==> src/rtl/keypad_pkg.sv <==
// Shared constants and types for the 4x4 keypad scanner.
// KEYMAP translates a physical (row*4 + col) position into a CHIP-8 hex key.
package keypad_pkg;

  localparam int ROWS = 4;
  localparam int COLS = 4;

  typedef logic [3:0] key_idx_t;

  localparam key_idx_t KEYMAP [16] = '{
    4'h1, 4'h2, 4'h3, 4'hC,
    4'h4, 4'h5, 4'h6, 4'hD,
    4'h7, 4'h8, 4'h9, 4'hE,
    4'hA, 4'h0, 4'hB, 4'hF
  };

  // Index of the lowest set bit; returns 0 when no bit is set.
  function automatic key_idx_t lowest_set(input logic [15:0] v);
    key_idx_t r;
    r = '0;
    for (int i = 15; i >= 0; i--) begin
      if (v[i]) r = key_idx_t'(i);
    end
    return r;
  endfunction

endpackage

==> src/rtl/keypad_scan_if.sv <==
// Keypad pins plus the debounced key state handed to the CPU.
// master = scanner side, slave = keypad/consumer side.
interface keypad_scan_if;
  import keypad_pkg::*;

  logic [3:0]  row_n;
  logic [3:0]  col_n;
  logic [15:0] keypad_matrix;
  logic        key_down;
  key_idx_t    key_down_index;

  modport master (
    output row_n,
    output keypad_matrix,
    output key_down,
    output key_down_index,
    input  col_n
  );

  modport slave (
    input  row_n,
    input  keypad_matrix,
    input  key_down,
    input  key_down_index,
    output col_n
  );

endinterface

==> src/rtl/keypad_scan_sync2.sv <==
// Generic two-flop synchronizer; both stages reset to all-ones so that
// pulled-up, active-low inputs read as idle during reset.
module sync2 #(
  parameter int WIDTH = 4
) (
  input  logic             clk,
  input  logic             reset,
  input  logic [WIDTH-1:0] d,
  output logic [WIDTH-1:0] q
);

  logic [WIDTH-1:0] meta_q, meta_d;
  logic [WIDTH-1:0] sync_q, sync_d;

  always_comb begin
    meta_d = d;
    sync_d = meta_q;
  end

  always_ff @(posedge clk or posedge reset) begin
    if (reset) begin
      meta_q <= '1;
      sync_q <= '1;
    end else begin
      meta_q <= meta_d;
      sync_q <= sync_d;
    end
  end

  assign q = sync_q;

endmodule

==> src/rtl/keypad_scan.sv <==
// 4x4 keypad scanner: drives one row low at a time, debounces whole frames
// and publishes a stable CHIP-8 ordered key matrix with a press pulse.
module keypad_scan
  import keypad_pkg::*;
#(
  parameter int SCAN_DIV = 256,
  parameter int DEBOUNCE = 4
) (
  input  logic         clk,
  input  logic         reset,
  keypad_scan_if.master kif
);

  localparam int DW = (SCAN_DIV > 1) ? $clog2(SCAN_DIV) : 1;
  localparam int SW = $clog2(DEBOUNCE + 1);
  localparam logic [DW-1:0] DWELL_LAST = DW'(SCAN_DIV - 1);
  localparam logic [SW-1:0] STABLE_MAX = SW'(DEBOUNCE);

  logic [3:0]    col_sync;

  logic [1:0]    row_sel_q, row_sel_d;
  logic [DW-1:0] dwell_q, dwell_d;
  logic [15:0]   frame_q, frame_d;
  logic [15:0]   cand_q, cand_d;
  logic [SW-1:0] stable_q, stable_d;
  logic          update_q, update_d;
  logic [15:0]   matrix_q, matrix_d;
  logic          key_down_q, key_down_d;
  key_idx_t      key_idx_q, key_idx_d;

  logic [15:0]   newly;
  logic [3:0]    phys;

  sync2 #(.WIDTH(COLS)) u_col_sync (
    .clk   (clk),
    .reset (reset),
    .d     (kif.col_n),
    .q     (col_sync)
  );

  // Sampling happens at the end of each row dwell; the row-3 sample closes a
  // frame, and any matrix change is applied one cycle later from cand_q.
  always_comb begin
    row_sel_d  = row_sel_q;
    dwell_d    = dwell_q;
    frame_d    = frame_q;
    cand_d     = cand_q;
    stable_d   = stable_q;
    update_d   = 1'b0;
    matrix_d   = matrix_q;
    key_down_d = 1'b0;
    key_idx_d  = key_idx_q;
    newly      = cand_q & ~matrix_q;
    phys       = '0;

    if (dwell_q == DWELL_LAST) begin
      dwell_d   = '0;
      row_sel_d = row_sel_q + 2'd1;
      for (int c = 0; c < COLS; c++) begin
        phys = {row_sel_q, c[1:0]};
        frame_d[KEYMAP[phys]] = ~col_sync[c];
      end

      if (row_sel_q == 2'(ROWS - 1)) begin
        if (frame_d == cand_q) begin
          stable_d = (stable_q >= STABLE_MAX) ? STABLE_MAX : stable_q + 1'b1;
        end else begin
          cand_d   = frame_d;
          stable_d = SW'(1);
        end
        update_d = (stable_d == STABLE_MAX) && (cand_d != matrix_q);
      end
    end else begin
      dwell_d = dwell_q + 1'b1;
    end

    if (update_q) begin
      matrix_d = cand_q;
      if (newly != '0) begin
        key_down_d = 1'b1;
        key_idx_d  = lowest_set(newly);
      end
    end
  end

  always_ff @(posedge clk or posedge reset) begin
    if (reset) begin
      row_sel_q  <= '0;
      dwell_q    <= '0;
      frame_q    <= '0;
      cand_q     <= '0;
      stable_q   <= '0;
      update_q   <= 1'b0;
      matrix_q   <= '0;
      key_down_q <= 1'b0;
      key_idx_q  <= '0;
    end else begin
      row_sel_q  <= row_sel_d;
      dwell_q    <= dwell_d;
      frame_q    <= frame_d;
      cand_q     <= cand_d;
      stable_q   <= stable_d;
      update_q   <= update_d;
      matrix_q   <= matrix_d;
      key_down_q <= key_down_d;
      key_idx_q  <= key_idx_d;
    end
  end

  assign kif.row_n          = ~(4'b0001 << row_sel_q);
  assign kif.keypad_matrix  = matrix_q;
  assign kif.key_down       = key_down_q;
  assign kif.key_down_index = key_idx_q;

endmodule

==> src/flat_wrapper.sv <==
// flat-port wrapper written by rule: the top's interface ports become plain ports
module keypad_scan_flat import keypad_pkg::*;
#(
  parameter int SCAN_DIV = 256,
  parameter int DEBOUNCE = 4
)
  (clk, reset, kif_row_n, kif_keypad_matrix, kif_key_down, kif_key_down_index, kif_col_n);
  keypad_scan_if kif_i ();
  input  logic clk;
  input  logic reset;
  output wire logic [$bits(kif_i.row_n)-1:0] kif_row_n;
  output wire logic [$bits(kif_i.keypad_matrix)-1:0] kif_keypad_matrix;
  output wire logic [$bits(kif_i.key_down)-1:0] kif_key_down;
  output wire logic [$bits(kif_i.key_down_index)-1:0] kif_key_down_index;
  input wire logic [$bits(kif_i.col_n)-1:0] kif_col_n;
  assign kif_row_n = kif_i.row_n;
  assign kif_keypad_matrix = kif_i.keypad_matrix;
  assign kif_key_down = kif_i.key_down;
  assign kif_key_down_index = kif_i.key_down_index;
  assign kif_i.col_n = kif_col_n;
  keypad_scan #(.SCAN_DIV(SCAN_DIV), .DEBOUNCE(DEBOUNCE)) u_core (.clk(clk), .reset(reset), .kif(kif_i));
endmodule
==> config.mk <==
export PLATFORM = sky130hd
export DESIGN_NAME = keypad_scan_flat
export DESIGN_NICKNAME = d
export VERILOG_FILES = /design/src/rtl/keypad_pkg.sv /design/src/rtl/keypad_scan_if.sv /design/src/rtl/keypad_scan_sync2.sv /design/src/rtl/keypad_scan.sv /design/src/flat_wrapper.sv
export SDC_FILE = /design/constraint.sdc
export NUM_CORES = 1
export LEC_CHECK = 0
export ABC_AREA = 1
export CORE_MARGIN = 3
export CORE_UTILIZATION = 40
export DETAILED_ROUTE_END_ITERATION = 7
export SYNTH_ARGS = -nofsm -noshare
export SYNTH_HDL_FRONTEND = slang
export SYNTH_SLANG_ARGS = --single-unit
export TNS_END_PERCENT = 100
==> constraint.sdc <==
create_clock -name clk -period 3.6 [get_ports clk]
set_input_delay 0.54 -clock clk [delete_from_list [all_inputs] [get_ports clk]]
set_output_delay 0.54 -clock clk [all_outputs]
set_load 0.005 [all_outputs]
==> results of run 1 <==
sequential cells by signal, indices dropped and copies added, names as in the netlist:
| name | count |
|---|---|
| u_core.kif.keypad_matrix | 16 |
| u_core.u_col_sync.q | 4 |
| u_core.frame_q | 16 |
| u_core.kif.key_down_index | 4 |
| u_core.row_sel_q | 2 |
| u_core.u_col_sync.meta_q | 4 |
| u_core.update_q | 1 |
| u_core.kif.key_down | 1 |
| u_core.stable_q | 3 |
| u_core.dwell_q | 8 |
| u_core.cand_q | 16 |
final cells by class:
type	count	area, um2
fillers	1106	5530
multi-input cells	412	2020
flip-flops and latches	75	1890
repair buffers	34	330
inverters	76	287
well taps	136	170
clock buffers	10	128
clock inverters	6	65.1
through the flow:
stage / worst slack [ns] / total power, mW / util [%] / cells
6_report: 0.756 / 1.56 / 46.9 / 749
5_1_grt: 0.561 / 1.62 / 46.9 / 749
2_1_floorplan: 1.16 / 0.898 / - / 582
3_5_place_dp: 0.886 / 0.918 / 45.0 / 733
3_3_place_gp: 0.980 / 0.918 / 45.0 / 733
4_1_cts: 0.743 / 1.58 / 46.9 / 749
layout by cell type, fill, tap and decap left out, drive strengths merged, types with 4 or more instances in the layout:
cell type and count:
clkinv 4, o21ai 59, dfrtp 67, nand4 5, clkbuf 10, buf 4
nor3 4, xor2 16, nand2 209, dfstp 8, clkdlybuf4s50 30, nand3 52
ha 11, nor2 34, inv 76, a21oi 7, nand3b 7
layer usage:
layer / global-route usage [%] / up-vias
met3: 3.93 / 13
li1: - / 1879
met2: 31.8 / 62
met4: 5.61 / 0
met5: 0 / -
met1: 27.2 / 1674
path summary, 6_finish.rpt:
check                      cells past startpoint                     endpoint  slack (ns)                        start
min                                            0       u_core.u_col_sync.q[1]        0.36  u_core.u_col_sync.meta_q[1]
max reg2reg                                   15              u_core.update_q        0.86          u_core.row_sel_q[1]
min reg2reg                                    0       u_core.u_col_sync.q[1]        0.36  u_core.u_col_sync.meta_q[1]
max                                            4                 kif_row_n[1]        0.76          u_core.row_sel_q[1]
max in group asynchronous                      3  u_core.kif.keypad_matrix[2]        2.27                        reset
min in group asynchronous                      2            u_core.cand_q[13]        0.61                        reset
logic make-up after synthesis:
| logic type | Yosys count |
|---|---|
| compound gates | 71 |
| simple gates | 313 |
| xor+xnor | 17 |
| buf+inv | 95 |
| flops | 75 |
| fa+ha+maj | 11 |
report_power, final:
| part | total, mW | leakage (nW) | switching [mW] | internal, mW |
|---|---|---|---|---|
| Clock | 0.656 | 0.0966 | 0.334 | 0.322 |
| Combinational | 0.0448 | 1.29 | 0.0324 | 0.0124 |
| Sequential | 0.855 | 1.01 | 0.00489 | 0.850 |
| Total | 1.56 | 2.39 | 0.372 | 1.18 |
critical path, delay by kind of cell, from the launching register on:
kind	cells	cell delay, ns
adders and majority gates	1	0.62
buffers and inverters	3	0.84
DFF	1	0.48
==> impl_metrics.csv, run 1 <==
group,metric,value,unit
die,dieArea,12100,um2
global_routing,grt_pass1_vias,3668,
clock_network,root_buffer,"clkbuf_8",
routing,avgRoutedWirePerCell,14.4,um
logic_synthesis,yosysMostFrequentCell,"nand2_1",
layout,synthToLayoutAreaGrowth,13.3,%
logic_synthesis,synth_cell_type_count,33,
routing,top_layer,"met4",
routing,drt_iter0_drc,217,
clock_network,clkSinkCount,75,
die,start_util,41.4,%
critical_path,critPathCaptureType,"output port",
sta,min_period,2.84,ns
global_routing,grt_max_degree,45,
critical_path,critPathSlowestCell,"ha_1",
placed_design,placed_area,4690,um2
sta,post-route-period-util,79.0,%
routing,viasPerCell,4.84,
logic_synthesis,avgSynthCellArea,7.41,um2
logic_synthesis,synth_compound_area_share,8.56,%
logic_synthesis,yosys_warnings,0,
sta,drv_slew,0,
clock_network,clockBufferDepth,2,
routing,route.met3.wl,401,um
routing,wl_met2,4.96,mm
logic_synthesis,seq_area_frac_synth,43.8,%
routing,routed-via-count,3628,
logic_synthesis,synth_top_family_by_area,"simple AND/OR/NAND/NOR gates",
critical_path,slowest_delay,0.62,ns
logic_synthesis,synth_top_area_share,38.9,%
power,ir_drop,0.242,mV
run,cap_violations,0,
routing,drc,0,
global_routing,grt_pass1_wl,18.5,mm
routing,drt-met1-wl,5.24,mm
routing,drtAntennaViolNets,0,
placed_design,hpwl,8.06,mm
sta,holdWs,0.357,ns
clock_network,cts_buffers,9,
sta,tightest_slew,0.965,ns
clock_network,cts_hold_buffers,0,
critical_path,cp_max_fo,17,
sta,timing.slew.headroom,35.7,%
global_routing,track_usage,19.8,%
layout,fin_nets,625,
logic_synthesis,mappedNetlistNets,599,
routing,wirelength,10.8,mm
critical_path,cp.required,3.06,ns
sta,clock_skew,0.00828,ns
logic_synthesis,synth_largest_area_cell,"dfrtp_1",
logic_synthesis,syn-cell-area,4310,um2
logic_synthesis,synth-async-reset-ratio,100,%
sta,setup_tns,0,ns
placed_design,gp_congestion,0.870,
die,fp-row-count,37,
critical_path,worstPathArrival,2.30,ns
logic_synthesis,synthSimpleGateAreaFrac,31.6,%
sta,finalSetupViolations,0,
clock_network,cts_resized,0,
logic_synthesis,synthMuxAreaShare,0,%
critical_path,crit_chain,"inv_1 -> ha_1 -> inv_2 -> clkdlybuf4s50_1",
logic_synthesis,synthTopCellsByArea,"dfrtp_1 39%, nand2_1 17%, o21ai_0 6.5%",
power,p_per_area,319,nW/um2
critical_path,worstSetupStartpointType,"flop",
logic_synthesis,syn-instance-count,582,
clock_network,insertion_delay,0.36,ns
logic_synthesis,synth_flop_cell,"dfrtp_1",
logic_synthesis,synth_xor_area_share,3.45,%
sta,rsz0062_at_grt,"false",
die,core_area,10400,um2
layout,antenna_cells,0,
clock_network,cts_tree,"done",
logic_synthesis,synth_adder_area_share,3.19,%
routing,first_pass_iters,4,
sta,hold_violations,0,
global_routing,antenna_found_initial,0,
critical_path,path_class,"reg -> out",
layout,drive_above_1_share,7.83,%
run_status,status,"finished clean",
worst_hold_path,hold_path.class,"reg -> reg",
placed_design,port_buffers,30,
global_routing,grt_overflow_total,0,
die,io_pins,31,
logic_synthesis,synth_common_cells,"200 x nand2_1, 74 x inv_1, 67 x dfrtp_1",
clock_network,ctsHtreeMaxLevel,3,
logic_synthesis,ys_seq_elements,75,
sta,fmax,352,MHz
logic_synthesis,synth-edff-count,0,
clock_network,clk_pin_slew,0.08,ns
die,die_h,110,um
layout,design_area,4880,um2
power,p_leak,2.39,nW
clock_network,cts_setup_buffers,0,
die,die_w,110,um
(Power assumes the default switching activity.)
==> run 2: changes to the inputs <==
==> constraint.sdc (replaced) <==
create_clock -name clk -period 2.6 [get_ports clk]
set_input_delay 0.39 -clock clk [delete_from_list [all_inputs] [get_ports clk]]
set_output_delay 0.39 -clock clk [all_outputs]
set_load 0.005 [all_outputs]
==> run 2 against run 1 <==
  * First-iteration DRC count is 71% higher
  * Clock skew is 0.0051 ns higher
  * Power is 41% higher
  * Clock power is 44% higher
  * Global-route usage is 0.42 points lower
  * Final cell count is 1.1% higher
  * Wire length is 0.89% lower
  * Setup slack worse by 0.61 ns
  * Flip-flop and latch count stayed put
  * Clock-buffer cell count is 1 higher
  * Via count is 2.0% higher
  * Combinational power is 36% higher
==> impl_metrics.csv, run 2 (synthesized netlist as in run 1, its figures left out) <==
group,metric,value,unit
run_status,status,"finished clean",
sta,post-route-period-util,94.2,%
sta,setup_tns,0,ns
global_routing,antenna_found_initial,0,
routing,drt_iter0_drc,372,
global_routing,grt_use_met2,30.6,%
placed_design,port_buffers,30,
power,p_leak,2.43,nW
routing,drtAntennaViolNets,0,
sta,tightest_slew,0.563,ns
sta,finalSetupViolations,0,
sta,holdWs,0.356,ns
layout,fill_cells,1060,
global_routing,top_usage_layer,"met2",
run,cap_violations,0,
clock_network,clk_pin_slew,0.08,ns
layout,fin_cells,757,
placed_design,gp_congestion,0.928,
critical_path,slowest_delay,0.50,ns
sta,clock_skew,0.0134,ns
power,ir_drop,0.331,mV
sta,min_period,2.45,ns
layout,fin_nets,633,
global_routing,grt_util_met3,3.82,%
power,power.total,2.19,mW
sta,timing.slew.headroom,62.5,%
clock_network,cts_buffers,9,
critical_path,critPathSlowestCell,"clkdlybuf4s50_1",
die,die_h,110,um
placed_design,hpwl,7.99,mm
routing,wirelength,10.7,mm
clock_network,root_buffer,"clkbuf_8",
critical_path,critPathCaptureType,"output port",
clock_network,insertion_delay,0.36,ns
placed_design,place_inst,741,
critical_path,cp_max_fo,6,
clock_network,cts_hold_buffers,0,
layout,final_cell_mix,"200 x nand2_1, 71 x inv_1, 66 x dfrtp_1",
layout,layout_commonest_cell,"nand2_1",
layout,drive_above_1_share,9.98,%
critical_path,worstPathArrival,2.06,ns
critical_path,path_class,"reg -> out",
global_routing,grt_overflow_total,0,
critical_path,worstSetupStartpointType,"flop",
layout,synthToLayoutAreaGrowth,15.6,%
clock_network,cts_setup_buffers,0,
sta,rsz0062_at_grt,"false",
routing,drc,0,
layout,antenna_cells,0,
die,start_util,41.4,%
die,dieArea,12100,um2
die,fp-row-count,37,
critical_path,cp.required,2.21,ns
clock_network,ctsHtreeMaxLevel,3,
clock_network,clkSinkCount,75,
critical_path,cp_common_cell,"buf_4",
routing,routed-via-count,3701,
global_routing,grt_max_degree,44,
routing,viasPerCell,4.89,
sta,drv_slew,0,
worst_hold_path,hold_path.class,"reg -> reg",
routing,first_pass_iters,4,
global_routing,track_usage,19.4,%
clock_network,cts_tree,"done",
global_routing,grt_pass1_wl,18.0,mm
global_routing,grtUsageMet1,26.7,%
die,die_w,110,um
sta,hold_violations,0,
die,core_area,10400,um2
die,io_pins,31,
power,p_per_area,440,nW/um2
clock_network,clockBufferDepth,2,
global_routing,grt_pass1_vias,3683,
sta,fmax,408,MHz
critical_path,crit_chain,"ha_1 -> buf_4 -> buf_4 -> inv_1 -> clkdlybuf4s50_1",
routing,avgRoutedWirePerCell,14.1,um
==> run 2: power breakdown <==
part	total, mW	leakage, nW	switching (mW)	internal [mW]
clock network	0.945	0.0922	0.472	0.474
registers	1.18	1.00	0.00693	1.18
logic	0.0611	1.33	0.0438	0.0173
total	2.19	2.43	0.523	1.67
==> run 2: stage by stage <==
stage | setup WS (ns) | utilization [%] | instance area, um2
global placement | 0.152 | 45.7 | 4760
global route | 0.0308 | 47.8 | 4980
finish | 0.150 | 47.8 | 4980
CTS | 0.00775 | 47.7 | 4960
floorplan | 0.313 | - | 4310
detailed placement | 0.0256 | 45.7 | 4760
==> run 2: layer usage <==
layer / vias to the layer above / share of wire, %
li1: 1898 / -
met1: 1708 / 48
met2: 83 / 46
met3: 12 / 4.5
met4: 0 / 1.5
met5: - / 0
==> run 2: worst max-delay path, delay by kind of cell (launching register included) <==
kind                       cells  cell delay (ns)
adders and majority gates      1             0.33
DFF                            1             0.45
buffers and inverters          4             0.92
==> run 2: layout make-up <==
cell class              instances  area, um2  share of cell area [%]
flip-flops and latches         75       1890                    37.9
multi-input cells             412       2030                    40.8
well taps                     136        170                    3.41
inverters                      76        287                    5.75
repair buffers                 42        403                    8.08
clock buffers                  11        141                    2.84
clock inverters                 5       61.3                    1.23
==> run 2: what timing repair did <==
item,4_1_cts,5_1_grt
hold endpoints to repair,0,0
resized for setup,0,7
endpoints found under the setup margin,0,4
==> run 2: worst paths after layout <==
| path | from | end | slack (ns) | depth (start not counted) |
|---|---|---|---|---|
| max in group asynchronous | reset | u_core.cand_q[10] | 1.71 | 3 |
| worst max-delay path | u_core.row_sel_q[0] | kif_row_n[3] | 0.15 | 5 |
| worst max register to register | u_core.row_sel_q[0] | u_core.update_q | 0.26 | 13 |
| worst min register to register | u_core.u_col_sync.meta_q[2] | u_core.u_col_sync.q[2] | 0.36 | 0 |
| worst min-delay path | u_core.u_col_sync.meta_q[2] | u_core.u_col_sync.q[2] | 0.36 | 0 |
| min in group asynchronous | reset | u_core.cand_q[11] | 0.43 | 3 |
==> run 3: changes to the inputs <==
--- a/config.mk
+++ b/config.mk
@@ -9,6 +9,7 @@
 export CORE_MARGIN = 3
 export CORE_UTILIZATION = 40
 export DETAILED_ROUTE_END_ITERATION = 7
+export PLACE_DENSITY = 0.59
 export SYNTH_ARGS = -nofsm -noshare
 export SYNTH_HDL_FRONTEND = slang
 export SYNTH_SLANG_ARGS = --single-unit
==> run 3 against run 2 <==
  * Final cell count shrank 0.13%
  * Non-clock buffer count shrank 1
  * Setup slack gained 0.061 ns
  * Global-route usage shrank 0.19 points
  * Worst hold slack lost 0.051 ns
  * Register-to-register slack lost 0.02 ns
  * Critical endpoint unchanged
  * Die area is the same
  * Wire length grew 1.8%
  * Power shrank 4.8%
==> impl_metrics.csv, run 3 (synthesized netlist as in run 1, its figures left out) <==
group,metric,value,unit
run_status,status,"finished clean",
sta,tightest_slew,0.436,ns
critical_path,regToRegStartpoint,"u_core.row_sel_q[0]",
sta,hold_violations,0,
clock_network,cts_buffers,9,
layout,drive_above_1_share,9.68,%
layout,synthToLayoutAreaGrowth,15.3,%
die,dieArea,12100,um2
sta,fmax,419,MHz
power,ir_drop,0.294,mV
power,comb_power_share,3.1,%
layout,final_util,47.7,%
critical_path,cp_max_fo,9,
routing,routed-via-count,3736,
power,power.switching_fraction,24.5,%
die,io_pins,31,
sta,timing.slew.headroom,70.9,%
clock_network,root_buffer,"clkbuf_8",
routing,drc,0,
power,p_leak,2.43,nW
sta,min_period,2.39,ns
routing,wirelength,10.8,mm
die,die_w,110,um
die,fp-row-count,37,
placed_design,dp_slack,-0.0463,ns
placed_design,hpwl,8.07,mm
run,cap_violations,0,
routing,drt_iter0_drc,289,
placed_design,port_buffers,30,
layout,antenna_cells,0,
power,p_int,1.57,mW
global_routing,grt_overflow_total,0,
die,core_area,10400,um2
global_routing,grt_pass1_wl,17.9,mm
sta,drv_slew,0,
power,seq_power_share,56.8,%
sta,post-route-period-util,91.9,%
global_routing,antenna_found_initial,0,
sta,finalSetupViolations,0,
routing,drtAntennaViolNets,0,
clock_network,clk_pin_slew,0.08,ns
die,die_h,110,um
die,start_util,41.4,%
placed_design,gp_congestion,0.913,
clock_network,insertion_delay,0.35,ns
power,p_per_area,419,nW/um2
critical_path,path_class,"reg -> out",
critical_path,worstPathArrival,2.00,ns
routing,viasPerCell,4.94,
global_routing,grt_max_degree,44,
layout,regArea,1890,um2
clock_network,clkSinkCount,75,
global_routing,track_usage,19.2,%
layout,final_cell_mix,"200 x nand2_1, 73 x inv_1, 66 x dfrtp_1",
layout,layout_commonest_cell,"nand2_1",
clock_network,cts_tree,"done",
global_routing,grt_pass1_vias,3625,
critical_path,worstSetupStartpointType,"flop",
critical_path,critPathCaptureType,"output port",
clock_network,cts_setup_buffers,0,
power,p_clk_share,40.1,%
power,switchingPower,511,uW
clock_network,clockBufferDepth,2,
worst_hold_path,hold_path.class,"in -> async",
sta,clock_skew,0.0156,ns
layout,fill_cells,1057,
critical_path,cp.required,2.21,ns
routing,avgRoutedWirePerCell,14.3,um
critical_path,reg2regPathDepth,13,
layout,fin_nets,632,
critical_path,reg2reg_slack,0.24,ns
layout,multi_input_area,2040,um2
clock_network,ctsHtreeMaxLevel,3,
critical_path,r2r_end,"u_core.update_q",
sta,fin_ws,0.211,ns
routing,first_pass_iters,5,
==> run 3: cell types whose count changed in the layout (fill, tap and decap cells not counted), sizes merged <==
cell,previous run,this run
clkinvlp,3,2
bufinv,1,0
clkinv,1,3
buf,12,11
==> run 3: power groups by stage <==
stage | Sequential, mW | Clock (mW) | Combinational, mW
floorplan | 1.20 | 0 | 0.0422
global placement | 1.21 | 0 | 0.0654
detailed placement | 1.21 | 0 | 0.0661
CTS | 1.18 | 0.867 | 0.0660
global route | 1.19 | 0.921 | 0.0731
finish | 1.18 | 0.836 | 0.0639
==> run 3: final cells by class <==
type | instances | area share (%)
Timing Repair Buffer | 41 | 8.21
Inverter | 76 | 5.77
Clock inverter | 5 | 0.755
Sequential cell | 75 | 38.0
Tap cell | 136 | 3.42
Clock buffer | 11 | 2.85
Multi-Input combinational cell | 412 | 41.0
==> run 3: how the worst max path moves through the flow <==
stage	startpoint	endpoint	cells after the start
2_1_floorplan	reset	u_core.cand_q[0]	1
3_3_place_gp	u_core.row_sel_q[1]	u_core.update_q	13
3_5_place_dp	u_core.row_sel_q[1]	u_core.update_q	13
4_1_cts	u_core.row_sel_q[1]	u_core.update_q	13
5_1_grt	u_core.row_sel_q[1]	u_core.update_q	16
6_report	u_core.row_sel_q[1]	kif_row_n[3]	4
==> run 3: per-stage QoR <==
step | std cells | setup TNS, ns | instance area [um2] | total power, mW | hold WS, ns
2_1_floorplan | 582 | 0 | 4310 | 1.24 | 0.345
3_3_place_gp | 740 | 0 | 4770 | 1.27 | 0.347
3_5_place_dp | 740 | -0.0463 | 4770 | 1.27 | 0.347
4_1_cts | 756 | 0 | 4950 | 2.12 | 0.299
5_1_grt | 756 | -0.00621 | 4970 | 2.18 | 0.326
6_report | 756 | 0 | 4970 | 2.08 | 0.306
==> run 3: metal layers <==
layer,track usage (%),share of wire (%),up-vias
met5,0,0,-
met4,4.63,1.6,0
met2,30.2,45,86
met1,27.7,50,1744
met3,3.17,3.5,15
li1,-,-,1891
==> run 3: timing repair <==
| action | in CTS | in global routing |
|---|---|---|
| hold endpoints to repair | 0 | 0 |
| endpoints found under the setup margin | 1 | 4 |
| gates resized for setup | 1 | 5 |
| hold buffers | 0 | 0 |
==> run 3: worst max-delay path, stage by stage (launching register included) <==
cell and delay (ns):
dfrtp_2 0.47, ha_1 0.36, buf_4 0.23, inv_1 0.09
clkdlybuf4s50_1 0.51
